[config.mk]
export PLATFORM = sky130hd
export DESIGN_NAME = dsp_sequencer_flat
export DESIGN_NICKNAME = d
export VERILOG_FILES = /design/src/rtl/dsp_pkg.sv /design/src/rtl/dsp_sequencer_if.sv /design/src/rtl/dsp_sequencer.sv /design/src/flat_wrapper.sv
export SDC_FILE = /design/constraint.sdc
export NUM_CORES = 1
export LEC_CHECK = 0
export BUFFER_PORTS_ARGS = -buffer_cell sky130_fd_sc_hd__buf_2
export CORE_MARGIN = 4
export CORE_UTILIZATION = 45
export DETAILED_ROUTE_END_ITERATION = 12
export PLACE_DENSITY = 0.73
export SLEW_MARGIN = 0
export SYNTH_ARGS = -nofsm -noshare
export SYNTH_HDL_FRONTEND = slang
export SYNTH_SLANG_ARGS = --single-unit
[constraint.sdc]
create_clock -name clk -period 2.8 [get_ports clk]
set_input_delay 0.42 -clock clk [delete_from_list [all_inputs] [get_ports clk]]
set_output_delay 0.42 -clock clk [all_outputs]
set_load 0.05 [all_outputs]
[src/rtl/dsp_pkg.sv]
// dsp_pkg: definitions shared by the DSP core and its instruction sequencer.
//   OPCODE_WIDTH / INSTR_WIDTH : instruction word layout (opcode 6 + two 10-bit addrs)
//   PROG_ADDR_WIDTH            : program memory address width
//   PIPE_DEPTH                 : core stages after issue; must track the core's stage count
//   FRAME_CNT_WIDTH            : width of the completed-frame counter
//   NOP_INSTR                  : all-zero word, opcode 6'h00
//   seq_state_t                : sequencer states IDLE / RUN / DRAIN
package dsp_pkg;

  localparam int OPCODE_WIDTH    = 6;
  localparam int INSTR_WIDTH     = 26;
  localparam int PROG_ADDR_WIDTH = 10;
  localparam int PIPE_DEPTH      = 4;
  localparam int FRAME_CNT_WIDTH = 16;

  localparam logic [INSTR_WIDTH-1:0] NOP_INSTR = '0;

  typedef enum logic [1:0] {
    IDLE  = 2'd0,
    RUN   = 2'd1,
    DRAIN = 2'd2
  } seq_state_t;

endpackage

[src/rtl/dsp_sequencer_if.sv]
// dsp_sequencer_if: read port of the external program memory (registered
// address, one-cycle read latency).
//   prog_rd_addr : read address      (master -> slave)
//   prog_rd_en   : read enable       (master -> slave)
//   prog_rd_data : read data, valid one cycle after addr/en (slave -> master)
// Modports: master = sequencer, slave = program memory.
interface dsp_sequencer_if #(
  parameter int INSTR_WIDTH     = 26,
  parameter int PROG_ADDR_WIDTH = 10
);

  logic [PROG_ADDR_WIDTH-1:0] prog_rd_addr;
  logic                       prog_rd_en;
  logic [INSTR_WIDTH-1:0]     prog_rd_data;

  modport master (
    output prog_rd_addr,
    output prog_rd_en,
    input  prog_rd_data
  );

  modport slave (
    input  prog_rd_addr,
    input  prog_rd_en,
    output prog_rd_data
  );

endinterface

[src/rtl/dsp_sequencer.sv]
// dsp_sequencer: issues one program per audio frame to a DSP core.
// On an accepted frame_sync it reads words 0..prog_last from program memory,
// one per clock, presents them on instruction (NOP otherwise), waits
// PIPE_DEPTH+1 cycles for the core pipeline to drain and pulses frame_done.
// Ports:
//   clk, reset_n     : clock, asynchronous active-low reset
//   enable           : gates acceptance of frame_sync in IDLE
//   frame_sync       : single-cycle frame start pulse
//   prog_last        : last program address, latched at frame start
//   prog             : program memory read port (master side)
//   instruction      : instruction to the core, NOP when not issuing
//   busy             : high in RUN or DRAIN
//   frame_done       : one-cycle pulse after drain
//   overrun          : sticky, set by frame_sync while busy
//   overrun_clr      : clears overrun (a simultaneous set wins)
//   frame_count      : completed frames, wrapping
module dsp_sequencer #(
  parameter int INSTR_WIDTH     = dsp_pkg::INSTR_WIDTH,
  parameter int PROG_ADDR_WIDTH = dsp_pkg::PROG_ADDR_WIDTH,
  parameter int PIPE_DEPTH      = dsp_pkg::PIPE_DEPTH,
  parameter int FRAME_CNT_WIDTH = dsp_pkg::FRAME_CNT_WIDTH
) (
  input  logic                       clk,
  input  logic                       reset_n,
  input  logic                       enable,
  input  logic                       frame_sync,
  input  logic [PROG_ADDR_WIDTH-1:0] prog_last,
  dsp_sequencer_if.master            prog,
  output logic [INSTR_WIDTH-1:0]     instruction,
  output logic                       busy,
  output logic                       frame_done,
  output logic                       overrun,
  input  logic                       overrun_clr,
  output logic [FRAME_CNT_WIDTH-1:0] frame_count
);

  import dsp_pkg::*;

  localparam int DRAIN_W = $clog2(PIPE_DEPTH + 1);

  seq_state_t                 state_q, state_d;
  logic [PROG_ADDR_WIDTH-1:0] addr_q, addr_d;
  logic [PROG_ADDR_WIDTH-1:0] last_q, last_d;
  logic [DRAIN_W-1:0]         drain_q, drain_d;
  logic                       rd_valid_q;
  logic                       frame_done_q, frame_done_d;
  logic                       overrun_q, overrun_d;
  logic [FRAME_CNT_WIDTH-1:0] fcnt_q, fcnt_d;

  always_ff @(posedge clk or negedge reset_n) begin
    if (!reset_n) begin
      state_q      <= IDLE;
      addr_q       <= '0;
      last_q       <= '0;
      drain_q      <= '0;
      rd_valid_q   <= 1'b0;
      frame_done_q <= 1'b0;
      overrun_q    <= 1'b0;
      fcnt_q       <= '0;
    end else begin
      state_q      <= state_d;
      addr_q       <= addr_d;
      last_q       <= last_d;
      drain_q      <= drain_d;
      // Memory data lags the read request by one cycle; track which cycles carry it.
      rd_valid_q   <= prog.prog_rd_en;
      frame_done_q <= frame_done_d;
      overrun_q    <= overrun_d;
      fcnt_q       <= fcnt_d;
    end
  end

  always_comb begin
    state_d      = state_q;
    addr_d       = addr_q;
    last_d       = last_q;
    drain_d      = drain_q;
    frame_done_d = 1'b0;
    fcnt_d       = fcnt_q;
    overrun_d    = overrun_q;

    unique case (state_q)
      IDLE: begin
        if (frame_sync && enable) begin
          state_d = RUN;
          addr_d  = '0;
          last_d  = prog_last;
        end
      end
      RUN: begin
        if (addr_q == last_q) begin
          state_d = DRAIN;
          drain_d = PIPE_DEPTH[DRAIN_W-1:0];
        end else begin
          addr_d = addr_q + 1'b1;
        end
      end
      DRAIN: begin
        // Counting PIPE_DEPTH down to 0 covers the last instruction's
        // issue cycle plus every core stage behind it.
        if (drain_q == '0) begin
          state_d      = IDLE;
          frame_done_d = 1'b1;
          fcnt_d       = fcnt_q + 1'b1;
        end else begin
          drain_d = drain_q - 1'b1;
        end
      end
      default: state_d = IDLE;
    endcase

    // A late frame_sync is never lost silently: set has priority over clear.
    if (frame_sync && (state_q != IDLE)) begin
      overrun_d = 1'b1;
    end else if (overrun_clr) begin
      overrun_d = 1'b0;
    end
  end

  assign prog.prog_rd_en   = (state_q == RUN);
  assign prog.prog_rd_addr = addr_q;

  // Combinational from the memory output register so issue adds no latency.
  assign instruction = rd_valid_q ? prog.prog_rd_data : NOP_INSTR;
  assign busy        = (state_q != IDLE);
  assign frame_done  = frame_done_q;
  assign overrun     = overrun_q;
  assign frame_count = fcnt_q;

endmodule

[src/flat_wrapper.sv]
// flat-port wrapper written by rule: the top's interface ports become plain ports
module dsp_sequencer_flat import dsp_pkg::*;
#(
  parameter int INSTR_WIDTH     = dsp_pkg::INSTR_WIDTH,
  parameter int PROG_ADDR_WIDTH = dsp_pkg::PROG_ADDR_WIDTH,
  parameter int PIPE_DEPTH      = dsp_pkg::PIPE_DEPTH,
  parameter int FRAME_CNT_WIDTH = dsp_pkg::FRAME_CNT_WIDTH
)
  (clk, reset_n, enable, frame_sync, prog_last, instruction, busy, frame_done, overrun, overrun_clr, frame_count, prog_prog_rd_addr, prog_prog_rd_en, prog_prog_rd_data);
  dsp_sequencer_if #(.INSTR_WIDTH(INSTR_WIDTH), .PROG_ADDR_WIDTH(PROG_ADDR_WIDTH)) prog_i ();
  input  logic clk;
  input  logic reset_n;
  input  logic enable;
  input  logic frame_sync;
  input  logic [PROG_ADDR_WIDTH-1:0] prog_last;
  output logic [INSTR_WIDTH-1:0] instruction;
  output logic busy;
  output logic frame_done;
  output logic overrun;
  input  logic overrun_clr;
  output logic [FRAME_CNT_WIDTH-1:0] frame_count;
  output wire logic [$bits(prog_i.prog_rd_addr)-1:0] prog_prog_rd_addr;
  output wire logic [$bits(prog_i.prog_rd_en)-1:0] prog_prog_rd_en;
  input wire logic [$bits(prog_i.prog_rd_data)-1:0] prog_prog_rd_data;
  assign prog_prog_rd_addr = prog_i.prog_rd_addr;
  assign prog_prog_rd_en = prog_i.prog_rd_en;
  assign prog_i.prog_rd_data = prog_prog_rd_data;
  dsp_sequencer #(.INSTR_WIDTH(INSTR_WIDTH), .PROG_ADDR_WIDTH(PROG_ADDR_WIDTH), .PIPE_DEPTH(PIPE_DEPTH), .FRAME_CNT_WIDTH(FRAME_CNT_WIDTH)) u_core (.clk(clk), .reset_n(reset_n), .enable(enable), .frame_sync(frame_sync), .prog_last(prog_last), .prog(prog_i), .instruction(instruction), .busy(busy), .frame_done(frame_done), .overrun(overrun), .overrun_clr(overrun_clr), .frame_count(frame_count));
endmodule
# Word level (Yosys, flattened, before mapping)
# Index checks and enable logic that the tools add are counted.
word_totals:
  regBits: 44
  elab_cells: 47
op_classes:
  n_addsub: 3
  eq_ne: 8
  muxes: 15
  n_reduce_logical: 13
ops:
  columns: ["operator", "n"]
  rows:
  - ["$mux 26", 1]
  - ["$mux 10", 2]
  - ["$pmux 10 s2", 1]
  - ["$add 16x1->16 const B", 1]
  - ["$add 10x1->10 const B", 1]
  - ["$eq 10x10->1", 1]
  - ["$reduce_and 3->1", 3]
  - ["$reduce_bool 2->1", 4]
  - ["$mux 2", 3]
  - ["$mux 3", 2]
  - ["$ne 2x2->1 const B", 3]
  - ["$pmux 2 s3", 1]
  - ["$pmux 3 s2", 1]
  - ["$mux 1", 4]
  - ["$ne 2x1->1 const B", 2]
  - ["$reduce_and 2->1", 2]
  - ["$logic_not 3->1", 1]
  - ["$sub 3x1->3 const B", 1]
  - ["$eq 2x1->1 const B", 1]
  - ["$eq 2x2->1 const B", 1]
  - ["$logic_and 1x1->1", 2]
  - ["$logic_not 2->1", 1]

# Depth between registers and ports, before layout
# Gate-level depths: netlist of the first run.
logic_depth:
  word_depth: 3
  depth_mapped: 8

# Worst setup path before layout of the first run
# Ideal clock, no wire load.
synth_timing:
  kind: "register to register"
  from: "register u_core.addr_q[3] (netlist: u_core.prog.prog_rd_addr[3])"
  to: "register u_core.addr_q[8] (netlist: u_core.prog.prog_rd_addr[8])"
  setup_time_ns: 0.080
  arrival_time_ns: 2.088
  setup_slack_ns: 0.631
  stages_incl_launch_ff: 7
  n_path_buf: 1
  synth_period_minus_slack_ns: 2.169
  path_cell_list: "dfrtp_1 > buf_2 > xor2_1 > nor4_2 > a311o_2 > or4_4 > o211ai_2"
synth_via:
  elab_chain_cells: 3
  elab_cells_between_ends: 6
  classes_between: "1 x add/sub; 2 x eq/ne; 2 x mux; 1 x reduce/logical"
synth_lines:
  columns: ["element", "line", "rtl"]
  rows:
  - ["start, declared", "dsp_sequencer.sv:42", "logic [PROG_ADDR_WIDTH-1:0] addr_q, addr_d;"]
  - ["start signal, assigned", "dsp_sequencer.sv:62", "addr_q <= addr_d;"]
  - ["$add 10x1->10 or $eq 10x10->1 (tied branches)", "dsp_sequencer.sv:95, dsp_sequencer.sv:91", null]
  - ["$mux 10 or $ne 2x2->1 (tied branches)", null, null]
  - ["$pmux 10 s2 or $reduce_and 3->1 (tied branches)", null, null]
# Parallel ways exist; a longest one is shown, timed or not. The select of a mux whose other input is x is not followed.
# A chain may end at the register's enable or synchronous reset.

# Worst setup path after layout of the first run
layout_timing:
  from: "register u_core.addr_q[3] (netlist: u_core.prog.prog_rd_addr[3])"
  to: "register u_core.state_q[0]"
layout_via:
  elab_chain_cells: 3
layout_lines:
  columns: ["element", "line", "rtl"]
  rows:
  - ["$eq 10x10->1", "dsp_sequencer.sv:91", "if (addr_q == last_q) begin"]
  - ["$ne 2x2->1 (no line)", null, null]
  - ["$reduce_and 3->1 (no line)", null, null]
  - ["end signal, assigned", "dsp_sequencer.sv:61", "state_q <= state_d;"]
  - ["end, declared", "dsp_sequencer.sv:41", "seq_state_t state_q, state_d;"]
# No other way between the ends.

==> flow_metrics.tcl, run 1 <==
set metrics [dict create \
    status "finished clean" \
    grt_pass1_wl_um 8887 \
    synthArstFlopShare_pct 100.0 \
    vias 2060 \
    core.rowCount 26 \
    areaGrowthSynthToFinish_pct 27.77 \
    leakage_uw 0.001566 \
    portBuffers 96 \
    final_layout_size_suffix_gt1_share_pct 36.31 \
    final_nets 383 \
    max_cap_viol_count 0 \
    htreeDepth 2 \
    dieHeight_um 80.78 \
    drv_slew 0 \
    synth-edff-count 0 \
    antenna_found_initial 0 \
    r2r_slack_ps 720 \
    viasPerCell 5.074 \
    ir_drop_mv 0.3448 \
    overflow 0 \
    hold_class "in2async" \
    dr.pass1.iters 4 \
    arrival_ps 2300 \
    gp_congestion 0.8851 \
    synthTopCellsByArea "dfrtp_1 46%, and2_1 6.8%, nand2_1 5.2%" \
    cp_max_fo 8 \
    rsz0062_at_grt "false" \
    fmax_mhz 481.3 \
    fin_skew_ps 12.18 \
    post-place-cells 398 \
    fin_util_pct 59.63 \
    cts_tree "built" \
    die_w_um 80.78 \
    synth_area_per_cell_um2 10.01 \
    crit_path_start_kind "flop" \
    synth_top_area_share_pct 46.19 \
    grt_pass1_vias 1936 \
    synthCells 238 \
    synthFlopType "dfrtp_1" \
    grt_max_degree 45 \
    yosysUniqueCellTypes 43 \
    slew_headroom_pct 25.21 \
    setup_viol 0 \
    start_util_pct 46.67 \
    totalWireLength_um 5539 \
    ctsResizeCount 0 \
    track_usage_pct 17.48 \
    synth_largest_area_cell "dfrtp_1" \
    regToRegStartpoint "u_core.prog.prog_rd_addr[3]" \
    finalPower_uw 3062 \
    end_kind "flop" \
    critPathRequiredTime_ps 3020 \
    place_area_mm2 0.002930 \
    postLayoutCellArea_mm2 0.003045 \
    clkLatencyLatePin_ps 300 \
    drt_iter0_markers 151 \
    cts.path.max_buffers 2 \
    r2r_cells 5 \
    n_antenna_cell 0 \
    io_pins 97 \
    fin_cells 406 \
    drc 0 \
    fin_crit_sh_pct 74.20 \
    ctsHoldBuffers 0 \
    final_common_cell "buf_2" \
    layout_common_cells "96 x buf_2, 44 x dfrtp_1, 33 x nand2_1" \
    dp_hpwl_um 4221 \
    netlist_area_mm2 0.002384 \
    yosysWarnings 0 \
    fin_crit_ps 2078 \
    worst_pin_slew_ps 1110 \
    finalHoldViolCount 0 \
    clk_pin_slew_ps 100 \
    die_area_mm2 0.006525 \
    nFillCells 440 \
    postRouteAntennaNets 0 \
    cts.sinks 44 \
    core_area_mm2 0.005107 \
    post_cts.repair.setup_buffers 0 \
    p_per_area_mw_per_mm2 1005 \
    crit_type "reg2reg" \
    yosysSeqAreaShare_pct 46.19 \
    cts_root_buf "clkbuf_8" \
    wl_per_cell_um 13.64 \
    synth-seq-cells 44 \
    synth_nets 286 \
    r2r-end "u_core.state_q[0]" \
    cts_made_buffers 5 \
    tns_ps 0 \
]
==> how the worst max path moves through the flow <==
stage / from / end / slack [ps]
after floorplan: u_core.prog.prog_rd_addr[3] / u_core.prog.prog_rd_addr[8] / 630
after global placement: u_core.state_q[0] / u_core.frame_count[15] / 840
after detailed placement: u_core.state_q[0] / u_core.frame_count[15] / 750
after CTS: u_core.state_q[0] / u_core.frame_count[15] / 730
after global routing: u_core.state_q[0] / u_core.frame_count[15] / 490
final: u_core.prog.prog_rd_addr[3] / u_core.state_q[0] / 720
==> cell type report <==
type | instances | area (um^2) | area share (%)
clock buffers | 5 | 68.82 | 2.260
clock inverters | 3 | 46.29 | 1.520
inverters | 9 | 33.78 | 1.109
multi-input cells | 178 | 1220 | 40.06
flip-flops and latches | 44 | 1101 | 36.15
well taps | 70 | 87.58 | 2.876
repair buffers | 97 | 488.0 | 16.02
==> sequential cells by signal (all words and copies together), names as in the netlist <==
register and count:
u_core.prog.prog_rd_addr 10, u_core.last_q 10, u_core.frame_done 1, u_core.rd_valid_q 1, u_core.drain_q 3, u_core.overrun 1, u_core.frame_count 16, u_core.state_q 2
==> power by group <==
part | leakage [uW] | switching, uW | internal, uW
clock network | 0.0000548 | 234 | 269
registers | 0.000578 | 209 | 791
logic | 0.000933 | 1100 | 460
total | 0.00157 | 1540 | 1520
==> synth_stat cells (2+ instances only) <==
cell type  count
a22o_1         2
xor2_1        12
nand3b_1       3
inv_1          9
a31oi_1        2
o21ai_0       10
ha_1           7
dfrtp_1       44
nor2_1         7
nor4_2         2
o211ai_1       4
clkbuf_1       5
nand2_1       33
a21oi_1        4
nand3_1       10
xnor2_1       13
buf_2          2
and3_1         2
nand4_1        7
and2_1        26
mux2i_1        3
mux2_2        10
==> cell families (layout without fill, tap and decap cells) <==
logic type / Yosys count / in the layout / share of synthesized area [%]
muxes: 13 / 13 / 5.984
xor gates and xnor gates: 25 / 25 / 9.186
adders and majority gates: 7 / 7 / 3.674
AOI/OAI and AO/OA: 33 / 33 / 9.555
buffers and inverters: 16 / 114 / 2.625
and+or+nand+nor: 100 / 100 / 22.78
DFF: 44 / 44 / 46.19
==> stage by stage <==
stage / setup WS [ps] / hold slack, ps
after global routing: 490.2 / 337.6
after floorplan: 631.2 / 124.4
after CTS: 730.2 / 298.0
after global placement: 836.4 / 463.6
final: 722.4 / 256.2
after detailed placement: 751.3 / 480.4
==> routing by layer <==
metal / track usage (%) / up-vias / part of all wire [%]
li1: - / 1020 / -
met1: 21.98 / 943 / 42
met2: 29.64 / 89 / 47
met3: 4.545 / 8 / 9.6
met4: 5.236 / 0 / 1.0
met5: 0 / - / 0
==> critical path, stage by stage (launching register included) <==
cell	delay [ps]
dfrtp_1	490
xor2_1	210
nor4_2	420
nand3_1	370
a21oi_1	300
mux2i_1	210
Note: power is estimated with default switching activity, not from simulation.
==> run 2: changes to the inputs <==
--- a/config.mk
+++ b/config.mk
@@ -5,11 +5,12 @@
 export SDC_FILE = /design/constraint.sdc
 export NUM_CORES = 1
 export LEC_CHECK = 0
+export ABC_AREA = 1
 export BUFFER_PORTS_ARGS = -buffer_cell sky130_fd_sc_hd__buf_2
 export CORE_MARGIN = 4
 export CORE_UTILIZATION = 45
 export DETAILED_ROUTE_END_ITERATION = 12
-export PLACE_DENSITY = 0.73
+export PLACE_DENSITY = 0.75
 export SLEW_MARGIN = 0
 export SYNTH_ARGS = -nofsm -noshare
 export SYNTH_HDL_FRONTEND = slang
==> constraint.sdc (replaced) <==
create_clock -name clk -period 1.7 [get_ports clk]
set_input_delay 0.255 -clock clk [delete_from_list [all_inputs] [get_ports clk]]
set_output_delay 0.255 -clock clk [all_outputs]
set_load 0.05 [all_outputs]
==> run 2 against run 1 <==
  * Worst setup slack worse by 650 ps
  * Hold slack got worse by 240 ps
  * Die area increased by 8.3%
  * Final area up 11%
  * Routed wire length grew 9.4%
  * Largest cell class unchanged
  * Non-clock buffer count up 11
==> flow_metrics.tcl, run 2 <==
set metrics [dict create \
    worst_pin_slew_ps 534.9 \
    htreeDepth 2 \
    yosysWarnings 0 \
    clk_pin_slew_ps 80 \
    finalHoldViolCount 0 \
    drt_iter0_markers 92 \
    wl_per_cell_um 11.89 \
    io_pins 97 \
    arrival_ps 1380 \
    grt_pass1_vias 2361 \
    end_kind "output port" \
    slew_headroom_pct 64.34 \
    viasPerCell 4.780 \
    vias 2438 \
    clkLatencyLatePin_ps 300 \
    dieHeight_um 84.05 \
    nFillCells 504 \
    leakage_uw 0.002013 \
    cts_tree "built" \
    netlist_area_mm2 0.002602 \
    drc 0 \
    largest_reg_flops 16 \
    final_common_cell "nand2_1" \
    synth-seq-cells 44 \
    crit_type "reg2out" \
    hold_class "in2async" \
    crit_start "u_core.state_q[1]" \
    cp_max_fo 5 \
    dr.pass1.iters 4 \
    cts.sinks 44 \
    overflow 0 \
    core.rowCount 27 \
    layout_common_cells "100 x nand2_1, 94 x buf_2, 55 x inv_1" \
    areaGrowthSynthToFinish_pct 30.14 \
    synth_nets 376 \
    p_per_area_mw_per_mm2 1618 \
    die_w_um 84.05 \
    dp_hpwl_um 4658 \
    yosysMostFrequentCell "nand2_1" \
    grt_max_degree 45 \
    gp_congestion 0.8559 \
    yosysSeqAreaShare_pct 42.31 \
    cts_root_buf "clkbuf_8" \
    final_layout_size_suffix_gt1_share_pct 34.02 \
    max_cap_viol_count 0 \
    cts_made_buffers 5 \
    die_area_mm2 0.007064 \
    finalPower_uw 5481 \
    synth_top_area_share_pct 42.31 \
    synthTopCellsByArea "dfrtp_1 42%, nand2_1 14%, inv_1 8.1%" \
    cts.path.max_buffers 2 \
    ir_drop_mv 1.003 \
    synthArstFlopShare_pct 100.0 \
    totalWireLength_um 6062 \
    synthTopCellsByCount "100 x nand2_1, 56 x inv_1, 44 x dfrtp_1" \
    synth_area_per_cell_um2 7.934 \
    core_area_mm2 0.005574 \
    r2r-end "u_core.frame_count[15]" \
    final_nets 485 \
    setup_viol 0 \
    synthCells 328 \
    synthFlopType "dfrtp_1" \
    drv_slew 0 \
    start_util_pct 46.69 \
    fin_util_pct 60.76 \
    regToRegStartpoint "u_core.drain_q[0]" \
    postRouteAntennaNets 0 \
    fmax_mhz 612.9 \
    track_usage_pct 17.53 \
    synth-edff-count 0 \
    fin_crit_sh_pct 95.97 \
    crit_path_start_kind "flop" \
    n_antenna_cell 0 \
    status "finished clean" \
    fin_skew_ps 9.730 \
    synth_largest_area_cell "dfrtp_1" \
    fin_crit_ps 1632 \
    portBuffers 96 \
    yosysUniqueCellTypes 34 \
    ctsHoldBuffers 0 \
    r2r_slack_ps 110 \
    critPathRequiredTime_ps 1440 \
    r2r_cells 8 \
    grt_pass1_wl_um 10330 \
    antenna_found_initial 0 \
]
## run 2: changes by cell type after synthesis, moves of 7 or more
| cell | delta |
|---|---|
| nand2_1 | +67 |
| inv_1 | +47 |
| and2_1 | -26 |
| nor2_1 | +15 |
| a21oi_1 | +8 |
| nand4_1 | +7 |
## run 2: metal layers
layer / up-vias / global-route usage [%] / share of wire (%)
li1: 1239 / - / -
met1: 1084 / 21.18 / 42
met2: 108 / 29.56 / 46
met3: 7 / 5.923 / 11
met4: 0 / 4.971 / 1.2
met5: - / 0 / 0
## run 2: area by class of cell
type | count | area, um^2 | share of cell area, %
clock inverters | 2 | 60.06 | 1.773
clock buffers | 6 | 72.57 | 2.143
flip-flops and latches | 44 | 1106 | 32.66
well taps | 72 | 90.09 | 2.660
inverters | 57 | 214.0 | 6.317
multi-input cells | 221 | 1265 | 37.35
repair buffers | 108 | 579.3 | 17.10
## run 2: worst max-delay path, stage by stage (launching register included)
cell and delay [ps]:
dfrtp_1 400, inv_1 120, ha_2 210, buf_4 150
buf_4 200
## run 2: where the power goes
| group | switching (uW) | internal [uW] | leakage (uW) | total [uW] |
|---|---|---|---|---|
| combinational | 2120 | 854 | 0.00138 | 2970 |
| sequential | 236 | 1320 | 0.000565 | 1560 |
| clock | 361 | 587 | 0.0000654 | 948 |
| total | 2720 | 2770 | 0.00201 | 5480 |
## run 2: timing repair
action,CTS,global route
endpoints found under the setup margin,2,6
gates cloned,0,0
resized for setup,3,4
pin swaps,0,2
buffers inserted,0,4
## run 2: stage by stage
stage	cell area [um^2]	setup TNS, ps	setup slack, ps	hold slack (ps)	cells
floorplan	2610	0	54.72	-40.59	328
global placement	3206	0	126.0	363.5	498
detailed placement	3206	0	42.24	363.6	498
CTS	3343	0	26.95	30.99	506
global route	3387	-18.38	-12.54	77.95	510
finish	3387	0	68.43	14.56	510
## run 2: how the worst max path moves through the flow
stage | end | slack, ps
final | prog_prog_rd_en | 70
after CTS | u_core.frame_count[12] | 30
after global routing | u_core.frame_count[15] | -10
after detailed placement | u_core.frame_count[12] | 40
after global placement | u_core.frame_count[12] | 130
after floorplan | u_core.state_q[0] | 50
## run 2: kinds of logic (layout without fill, tap and decap cells)
| logic type | Yosys count | after routing | share of synthesized area (%) |
|---|---|---|---|
| buffers and inverters | 63 | 173 | 9.567 |
| adders and majority gates | 7 | 7 | 3.365 |
| muxes | 4 | 4 | 1.731 |
| AOI/OAI and AO/OA | 22 | 22 | 4.856 |
| and+or+nand+nor | 169 | 169 | 31.49 |
| xor gates and xnor gates | 19 | 19 | 6.683 |
| DFF | 44 | 44 | 42.31 |
